## src/rtl/piso_tx_sched.sv

```systemverilog
// Two-requester round-robin scheduler feeding a 128-bit PISO.
// Each granted block is loaded once, shifted for 128 cycles, then followed by an idle gap.
module piso_tx_sched #(
  parameter int unsigned GAP_CYCLES = 2
) (
  input  logic         clk,
  input  logic         reset_n,
  input  logic         req0_valid,
  input  logic [127:0] req0_data,
  output logic         req0_ready,
  input  logic         req1_valid,
  input  logic [127:0] req1_data,
  output logic         req1_ready,
  input  logic         flush,
  output logic         piso_wr_en,
  output logic [127:0] piso_data,
  output logic         ser_valid,
  output logic         ser_first,
  output logic         ser_last,
  output logic         ser_src,
  output logic         busy
);

  typedef enum logic [1:0] {IDLE, LOAD, SHIFT, GAP} state_t;

  localparam logic [6:0] LAST_BIT = 7'd127;
  localparam logic [6:0] GAP_LAST = (GAP_CYCLES == 0) ? 7'd0 : 7'(GAP_CYCLES - 1);
  // A frame that ends or aborts skips the gap entirely when GAP_CYCLES is zero.
  localparam state_t     END_STATE = (GAP_CYCLES == 0) ? IDLE : GAP;
  localparam logic       END_BUSY  = (GAP_CYCLES != 0);

  state_t     state_reg;
  logic [6:0] cnt_reg;
  logic       last_reg;

  logic any_valid;
  logic grant_idx;
  logic in_idle;

  always_comb begin
    any_valid = req0_valid | req1_valid;
    grant_idx = req1_valid;
    if (req0_valid && req1_valid) begin
      grant_idx = ~last_reg;
    end
  end

  assign in_idle    = (state_reg == IDLE);
  assign req0_ready = in_idle & any_valid & ~grant_idx;
  assign req1_ready = in_idle & any_valid & grant_idx;

  always_ff @(posedge clk or negedge reset_n) begin
    if (!reset_n) begin
      state_reg  <= IDLE;
      cnt_reg    <= '0;
      last_reg   <= 1'b1;
      piso_data  <= '0;
      piso_wr_en <= 1'b0;
      ser_valid  <= 1'b0;
      ser_first  <= 1'b0;
      ser_last   <= 1'b0;
      ser_src    <= 1'b0;
      busy       <= 1'b0;
    end else begin
      case (state_reg)
        IDLE: begin
          if (any_valid) begin
            piso_data  <= grant_idx ? req1_data : req0_data;
            ser_src    <= grant_idx;
            last_reg   <= grant_idx;
            piso_wr_en <= 1'b1;
            busy       <= 1'b1;
            state_reg  <= LOAD;
          end
        end

        LOAD: begin
          piso_wr_en <= 1'b0;
          cnt_reg    <= '0;
          if (flush) begin
            state_reg <= END_STATE;
            busy      <= END_BUSY;
          end else begin
            ser_valid <= 1'b1;
            ser_first <= 1'b1;
            ser_last  <= 1'b0;
            state_reg <= SHIFT;
          end
        end

        SHIFT: begin
          // flush wins over the final count so an aborted frame never shows ser_last
          if (flush || cnt_reg == LAST_BIT) begin
            ser_valid <= 1'b0;
            ser_first <= 1'b0;
            ser_last  <= 1'b0;
            cnt_reg   <= '0;
            state_reg <= END_STATE;
            busy      <= END_BUSY;
          end else begin
            cnt_reg   <= cnt_reg + 7'd1;
            ser_first <= 1'b0;
            ser_last  <= (cnt_reg == LAST_BIT - 7'd1);
          end
        end

        GAP: begin
          if (cnt_reg == GAP_LAST) begin
            cnt_reg   <= '0;
            state_reg <= IDLE;
            busy      <= 1'b0;
          end else begin
            cnt_reg <= cnt_reg + 7'd1;
          end
        end

        default: begin
          state_reg <= IDLE;
          busy      <= 1'b0;
        end
      endcase
    end
  end

endmodule

```

## config.mk

```make
export PLATFORM = sky130hd
export DESIGN_NAME = piso_tx_sched
export DESIGN_NICKNAME = d
export VERILOG_FILES = /design/src/rtl/piso_tx_sched.sv
export SDC_FILE = /design/constraint.sdc
export NUM_CORES = 1
export LEC_CHECK = 0
export CORE_AREA = 2 2 155 157
export CTS_CLUSTER_DIAMETER = 120
export DETAILED_ROUTE_END_ITERATION = 8
export DIE_AREA = 0 0 157 159
export GPL_TIMING_DRIVEN = 0
export PLACE_DENSITY_LB_ADDON = 0.08
export SLEW_MARGIN = 20
export SYNTH_ARGS = -nofsm -noshare
export SYNTH_HDL_FRONTEND = slang
export SYNTH_SLANG_ARGS = --single-unit
```

## constraint.sdc

```tcl
create_clock -name clk -period 1.8 [get_ports clk]
set_clock_uncertainty 0.1 [all_clocks]
set_input_delay 0.18 -clock clk [delete_from_list [all_inputs] [get_ports clk]]
set_output_delay 0.18 -clock clk [all_outputs]
set_load 0.02 [all_outputs]
```

Word-level counts from Yosys, hierarchy flattened. Index checks and enable logic that the tools add are counted.

Bits in latches: 0. Memory bits (writable): 0. Bits in registers: 144. Memories: 0. Word-level logic and storage cells: 63. Output and inout port bits: 136. Memory bits (read-only): 0.

Shift operators: 0. Order comparisons: 0. Equal/unequal tests: 11. Reductions and logical operators: 12. Bitwise gates (word level): 6. Multiplexer cells: 23. $mul: 0. Div/mod/pow operators: 0. Add/sub/neg operators: 1.

Operators with widths (count): 128-bit two-way mux (1); 7-bit case mux with 3 select lines (1); 7-bit == test (second input constant) (2); 7-bit two-way mux (2); 1-bit two-way mux (10); 2-bit != test (second input constant) (5); 1-bit case mux with 2 select lines (4); 2-bit case mux with 4 select lines (1); 7-bit by 1-bit adder with 7-bit output (second input constant) (1); 7-bit by 1-bit == test with 1-bit output (second input constant) (1); 2-bit two-way mux (3); 2-bit AND reduction (3); 3-bit AND reduction (2); 2-bit == test (second input constant) (2); 1-bit case mux with 4 select lines (1); 4-bit AND reduction (1); 2-bit nonzero test (2); 1-bit AND (3); 3-bit nonzero test (1); 2-bit by 1-bit == test with 1-bit output (second input constant) (1); 2-bit logical NOT (1); 1-bit NOT (2); 1-bit logical AND (1); 1-bit logical OR (1); 1-bit OR (1).

Longest topological paths before layout. Gate-level depths: netlist (run 1).

Depth after elaboration: 4. Mapped depth: 8. Mapped depth without buffers: 6.

Least setup slack after synthesis (run 1). OpenSTA, ideal clock, no wires.

Path kind: reg2reg. Start: reg cnt_reg[1]. End: reg state_reg[1]. Stages on the path, launching flop included: 7. Buffers on the path: 0. Data required time: 1575 ps. Clock period less this slack: 1907 ps. Arrival: 1682 ps. Slack: -107 ps. Setup time: 125 ps. Cells stage by stage: dfrtp_1 -> inv_1 -> ha_1 -> or4b_4 -> a221oi_4 -> nand2_2 -> mux2_4.

Word-level cells in the longest chain between the ends: 4. Elaborated cells between the ends (all ways): 6. Classes of those cells: 4 x eq/ne; 2 x reduce/logical.

RTL lines: from (decl) (RTL line 33) `logic [6:0] cnt_reg;`; from (signal assigned) (RTL line 101) `cnt_reg <= cnt_reg + 7'd1;`; from (signal assigned) (RTL line 113) `cnt_reg <= cnt_reg + 7'd1;`; 7-bit == test (RTL line 93) `if (flush || cnt_reg == LAST_BIT) begin`; 1-bit logical OR (RTL line 93); 2-bit != test (no line); 3-bit AND reduction (no line) *; to (signal assigned) (RTL line 87) `state_reg <= SHIFT;`; to (signal assigned) (RTL line 98) `state_reg <= END_STATE;`; to (signal assigned) (RTL line 110) `state_reg <= IDLE;`; to (decl) (RTL line 32) `state_t state_reg;`.

Every way passes the cells marked *; elsewhere a longest branch is shown, timed or not. A chain may end at the register's enable or synchronous reset.

Worst setup path after layout (run 1). Ends and elaborated chain as after synthesis.

==> impl_metrics.toml, run 1 <==
[synthesis]
synth_top_area_frac = 0.586
synth_cell_type_count = 36
ys_ff_latch = 144
syn_inst = 526
yosys.area_share.adder = 0.0164
synthXorXnorAreaFrac = 0
synth.avg_cell_area_sq_um = 11.6
synth_async_sr_flop_share = 1.00
synth_warnings = 0
synth_area_leaders = "dfrtp_1, a222oi_1, inv_1, clkbuf_1, ha_1"
syn-cell-area_sq_mm = 0.00611
yosys.area.top_type = "dfrtp_1"
yosys.area_share.simple = 0.0270
synth_compound_area_frac = 0.248
synth_edf_count = 0
synth_mux_area_frac = 0.00574
seq_area_frac_synth = 0.590
synth_top_family_by_area = "compound AO/OA/AOI/OAI gates"
syn-num-nets = 795
synth-main-ff-cell = "dfrtp_1"

[floorplanning]
fp.dieW_um = 157
rows = 56
chipHeight_um = 159
dieArea_sq_mm = 0.0250
start_util = 0.263
coreArea_sq_mm = 0.0232
io_pins = 397

[route]
wl_per_cell_um = 21.2
via_per_inst = 4.83
route.vias.total = 6370
drc_errors = 18
first_pass_iters = 9
dr.first_iter.drc_count = 823
wirelength_um = 27900
detail-route-antenna-nets = 0

[grt]
grt_pass1_wl_um = 40000
grt_overflow_total = 0
antenna_found_initial = 6
grt_pass1_vias = 6434
grt_start_max_net_pins = 83
track_usage = 0.214

[cts]
ctsHtreeMaxLevel = 4
cts_inserted_buffers = 17
cts_num_sinks = 144
clk_latency_ns = 0.42
cts_tree = "built"
cts_buffer_depth = 2
cts_root_buf = "clkbuf_16"
clk_pin_slew_worst_paths_ns = 0.07

[cells_and_area]
nets = 1253
fill_cells = 2094
fin_util = 0.530
area_growth_pct = 101
finalNonFillerCells = 1318
largest_register_ffs = 128
final_area_sq_mm = 0.0123
drive_above_1_share = 0.139

[placement]
io_buffer_count = 396
routabilityCongestion = 0.776
hpwl_um = 19600
dp.cells = 1242
dpl_cell_area_sq_mm = 0.0105
dpl_worst_slack_ns = -0.803

[power]
p_per_area_mw_per_mm2 = 1640
intPower_mw = 12.7
combPwrFrac = 0.542
leakage_nw = 5.87
power_frac_seq = 0.272
ir_drop_mv = 0.748
p_switching_mw = 7.56
p_clk_frac = 0.186
switching_share = 0.374

[setup_path]
reg2reg_depth = 6
reg2reg_to = "state_reg[1]"
cpLargestDelayFamily = "simple AND/OR/NAND/NOR gates"
critPathLaunch = "cnt_reg[1]"
arrival_ns = 2.18
cp_slowest_cell = "or4b_4"
crit_path_max_fanout = 2
critical_path_buf_inv_count = 1
slowest_delay_ns = 0.50
critical_path_class = "flip-flop to flip-flop"
cp.required_ns = 2.01
r2r_slack_ns = -0.18
r2r_start = "cnt_reg[1]"
end_kind = "flip-flop"
crit_path_start_kind = "flip-flop"
crit_chain = "inv_1 > ha_1 > or4b_4 > a221oi_4 > nand2_2 > mux2_4"

[timing]
fmax_mhz = 506
worst_slack_ns = -0.178
finalSetupViolations = 115
slew_viol_final = 0
slew_headroom = 0.651
rsz0062_at_grt = "yes"
layout_min_cycle_time_ns = 1.98
hold_viol = 0
worst_pin_slew_ns = 0.523
fin_tns_setup_ns = -5.65
finalCritPeriodShare = 1.10

[run_status]
violations = "DRC, setup timing"
status = "complete, but fails checks"

[worst_hold_path]
hold_class = "primary input to asynchronous set/reset pin"

[flow_run]
drv_cap = 0
-- how the worst max path moves through the flow --
| stage | slack [ns] | cells past startpoint | end |
|---|---|---|---|
| after floorplan | -0.11 | 6 | state_reg[1] |
| after global placement | -6.04 | 1 | piso_data[39] |
| after detailed placement | -0.80 | 7 | piso_data[101] |
| after CTS | -0.22 | 6 | state_reg[1] |
| after global routing | -0.27 | 6 | state_reg[1] |
| final | -0.18 | 6 | state_reg[1] |
-- cells in the final DEF, fill, tap and decap left out, drive strengths merged, types with 2 or more instances in the layout --
cell / count
nand2: 8
nor3: 3
clkdlybuf4s50: 392
o31ai: 2
bufinv: 3
nand3: 5
clkbuf: 43
o211ai: 2
nor2: 9
buf: 65
and3: 2
a21o: 2
mux2i: 2
a222oi: 128
dfrtp: 143
a21oi: 4
clkinv: 5
o21a: 4
inv: 138
diode: 3
o21ai: 10
nor2b: 2
o41ai: 2
ha: 8
-- kinds of logic after synthesis --
logic type | after synthesis
mux | 3
fa+ha+maj | 8
simple gates | 32
buf+inv | 179
flops | 144
compound gates | 160
-- power groups by stage --
stage	Sequential, mW	Clock, mW	Combinational (mW)
final	5.51	3.75	11.0
after global routing	5.66	3.98	11.8
after CTS	5.50	3.82	10.4
after detailed placement	5.54	0	9.26
after global placement	5.54	0	9.25
after floorplan	7.17	0	2.99
-- area by class of cell --
type	instances	area (sq um)	area share
clock inverter	11	155	0.0126
inverter	136	510	0.0415
tap	319	399	0.0325
buffer	39	463	0.0377
timing repair buffer	443	4790	0.389
antenna	3	7.51	0.000611
clock buffer	20	457	0.0371
multi-input combinational	203	1910	0.155
sequential	144	3610	0.293
-- worst register-to-register path, cell delays in order, from the launching register on --
cell      delay (ns)
dfrtp_1         0.38
inv_1           0.05
ha_1            0.13
or4b_4          0.50
a221oi_4        0.28
nand2_2         0.11
mux2_4          0.31
-- repair_timing --
| item | 4_1_cts | 5_1_grt |
|---|---|---|
| hold buffers | 1 | 0 |
| hold endpoints to repair | 62 | 0 |
| setup buffers | 18 | 12 |
| gates cloned | 10 | 12 |
| endpoints found under the setup margin | 142 | 142 |
| resized for setup | 117 | 67 |
| pin swaps | 81 | 46 |
-- metal layers --
metal / GRT usage / vias to the layer above / wire length (um)
li1: - / 2956 / -
met1: 0.253 / 3107 / 11100
met2: 0.361 / 267 / 13800
met3: 0.0740 / 36 / 2460
met4: 0.0709 / 4 / 538
met5: 0 / - / 27
-- synth_stat cells, drive strengths merged (2+ instances only) --
cell / number
o21a: 4
clkbuf: 29
a21o: 2
o21ai: 10
nor2b: 2
nand2: 8
a21oi: 4
mux2i: 2
o211ai: 2
dfrtp: 143
inv: 136
buf: 14
nand3: 5
o31ai: 2
nor3: 3
a222oi: 128
and3: 2
nor2: 9
o41ai: 2
ha: 8
-- through the flow --
| stage | power [mW] | hold slack, ns |
|---|---|---|
| final | 20.2 | 0.167 |
| after global placement | 14.8 | 0.366 |
| after CTS | 19.7 | 0.196 |
| after global routing | 21.4 | 0.205 |
| after detailed placement | 14.8 | 0.0633 |
| after floorplan | 10.2 | -0.216 |
Note: power is estimated with default switching activity, not from simulation.
==> run 2: changes to the inputs <==
--- a/config.mk
+++ b/config.mk
@@ -5,10 +5,10 @@
 export SDC_FILE = /design/constraint.sdc
 export NUM_CORES = 1
 export LEC_CHECK = 0
-export CORE_AREA = 2 2 155 157
+export CORE_AREA = 2 2 152 154
 export CTS_CLUSTER_DIAMETER = 120
 export DETAILED_ROUTE_END_ITERATION = 8
-export DIE_AREA = 0 0 157 159
+export DIE_AREA = 0 0 154 156
 export GPL_TIMING_DRIVEN = 0
 export PLACE_DENSITY_LB_ADDON = 0.08
 export SLEW_MARGIN = 20
==> run 2 against run 1 <==
  * The run ends with setup timing left
  * Sequential power about the same
  * Register-to-register slack improved by 0.04 ns
  * Critical path depth increased by 1
  * Maximum frequency increased by 1.8%
  * First-iteration DRC count decreased by 6.7%
  * Combinational power decreased by 6%
  * Design area decreased by 3.2%
  * Count of clock-buffer cells in the layout decreased by 1
  * Worst setup slack improved by 0.035 ns
  * Critical path type unchanged
  * Highest routed layer is now met4
==> impl_metrics.toml, run 2 (synthesis gave the netlist of run 1 again) <==
[run_status]
status = "complete, but fails checks"
violations = "setup timing"

[grt]
track_usage = 0.212
grt_pass1_wl_um = 38600
grt_start_max_net_pins = 88
antenna_found_initial = 2
grt_overflow_total = 0
grt_pass1_vias = 6322

[cts]
cts_root_buf = "clkbuf_16"
cts_tree = "built"
clk_latency_ns = 0.42
cts_buffer_depth = 2
ctsHtreeMaxLevel = 4
cts_num_sinks = 144
clk_pin_slew_worst_paths_ns = 0.07
cts_inserted_buffers = 17

[floorplanning]
dieArea_sq_mm = 0.0240
rows = 55
coreArea_sq_mm = 0.0224
io_pins = 397
start_util = 0.273
fp.dieW_um = 154
chipHeight_um = 156

[setup_path]
slowest_delay_ns = 0.49
critPathLaunch = "cnt_reg[1]"
arrival_ns = 2.13
crit_chain = "inv_1 > ha_1 > or4b_4 > a221oi_4 > buf_4 > nand3b_1 > mux2i_1"
crit_path_max_fanout = 2
cp_slowest_cell = "or4b_4"
critical_path_class = "flip-flop to flip-flop"
r2r_start = "cnt_reg[1]"
end_kind = "flip-flop"
cp.required_ns = 1.99
crit_path_start_kind = "flip-flop"

[cells_and_area]
multi_input_area_sq_mm = 0.00191
most-common-layout-cells = "clkdlybuf4s50_1, dfrtp_1, inv_1"
drive_above_1_share = 0.128
largest_register_ffs = 128
fin_util = 0.532
area_growth_pct = 94.8
nets = 1242
final_common_cell = "clkdlybuf4s50_1"
finalNonFillerCells = 1273
final_area_sq_mm = 0.0119
fill_cells = 2009
seqCellArea_sq_mm = 0.00360

[placement]
dpl_cell_area_sq_mm = 0.0105
routabilityCongestion = 0.786
hpwl_um = 19600
dp.cells = 1208
io_buffer_count = 396

[timing]
finalSetupViolations = 85
slew_viol_final = 0
layout_min_cycle_time_ns = 1.94
rsz0062_at_grt = "yes"
worst_pin_slew_ns = 0.489
finalCritPeriodShare = 1.08
fmax_mhz = 515
fin_hold_ws_ns = 0.160
worst_slack_ns = -0.143
hold_viol = 0
slew_headroom = 0.674

[route]
first_pass_iters = 9
route.vias.total = 6372
dr.first_iter.drc_count = 768
detail-route-antenna-nets = 0
wirelength_um = 27200
drc_errors = 0
via_per_inst = 5.01
wl_per_cell_um = 21.4

[power]
ir_drop_mv = 0.713
leakage_nw = 5.69
p_per_area_mw_per_mm2 = 1660

[worst_hold_path]
hold_class = "primary input to asynchronous set/reset pin"

[flow_run]
drv_cap = 0
==> run 2: timing repair <==
| item | in CTS | in global routing |
|---|---|---|
| endpoints found under the setup margin | 142 | 137 |
| cloned | 1 | 11 |
| resized for setup | 90 | 41 |
| hold buffers | 1 | 0 |
| pin swaps | 65 | 65 |
| setup buffers | 10 | 8 |
| hold endpoints to repair | 57 | 0 |
==> run 2: path summary, 6_finish.rpt <==
path / end / slack (ns) / cells past startpoint
worst max-delay path: busy / -0.14 / 7
worst min-delay path: piso_data[102] / 0.16 / 2
worst max register to register: busy / -0.14 / 7
worst min register to register: ser_src / 0.38 / 1
max in group asynchronous: piso_data[120] / 0.63 / 3
min in group clk: piso_data[89] / 0.27 / 3
==> run 2: power breakdown <==
group | internal, mW | switching, mW | leakage (nW)
logic | 5.17 | 5.15 | 3.57
registers | 4.70 | 0.793 | 1.81
clock network | 2.47 | 1.46 | 0.308
total | 12.3 | 7.40 | 5.69
==> run 2: cell type report <==
| type | instances | area share |
|---|---|---|
| inverters | 136 | 0.0429 |
| well taps | 285 | 0.0300 |
| clock buffers | 19 | 0.0364 |
| plain buffers | 43 | 0.0367 |
| flip-flops and latches | 144 | 0.303 |
| multi-input cells | 203 | 0.160 |
| repair buffers | 428 | 0.372 |
| diodes | 2 | 0.000421 |
| clock inverters | 13 | 0.0177 |
==> run 2: critical path, delay by kind of cell, from the launching register on <==
| family | cells | cell delay (ns) |
|---|---|---|
| AOI/OAI and AO/OA | 1 | 0.27 |
| buffers and inverters | 2 | 0.22 |
| DFF | 1 | 0.37 |
| adders and majority gates | 1 | 0.13 |
| and+or+nand+nor | 2 | 0.58 |
| muxes | 1 | 0.14 |
==> run 2: layer usage <==
| layer | vias to the layer above | part of all wire | routed length (um) | GRT usage |
|---|---|---|---|---|
| met4 | 0 | 0.028 | 760 | 0.0761 |
| met2 | 294 | 0.49 | 13400 | 0.358 |
| met3 | 42 | 0.078 | 2120 | 0.0719 |
| met1 | 3121 | 0.40 | 11000 | 0.252 |
| met5 | - | 0 | 0 | 0 |
| li1 | 2915 | - | - | - |
==> run 2: per-stage QoR <==
stage | power [mW] | setup TNS, ns | worst slack [ns]
6_report | 19.7 | -3.07 | -0.143
5_1_grt | 20.9 | -17.93 | -0.242
4_1_cts | 19.3 | -2.52 | -0.204
3_5_place_dp | 14.8 | -99.54 | -0.916
3_3_place_gp | 14.8 | -955.40 | -5.99
2_1_floorplan | 10.2 | -0.150 | -0.107
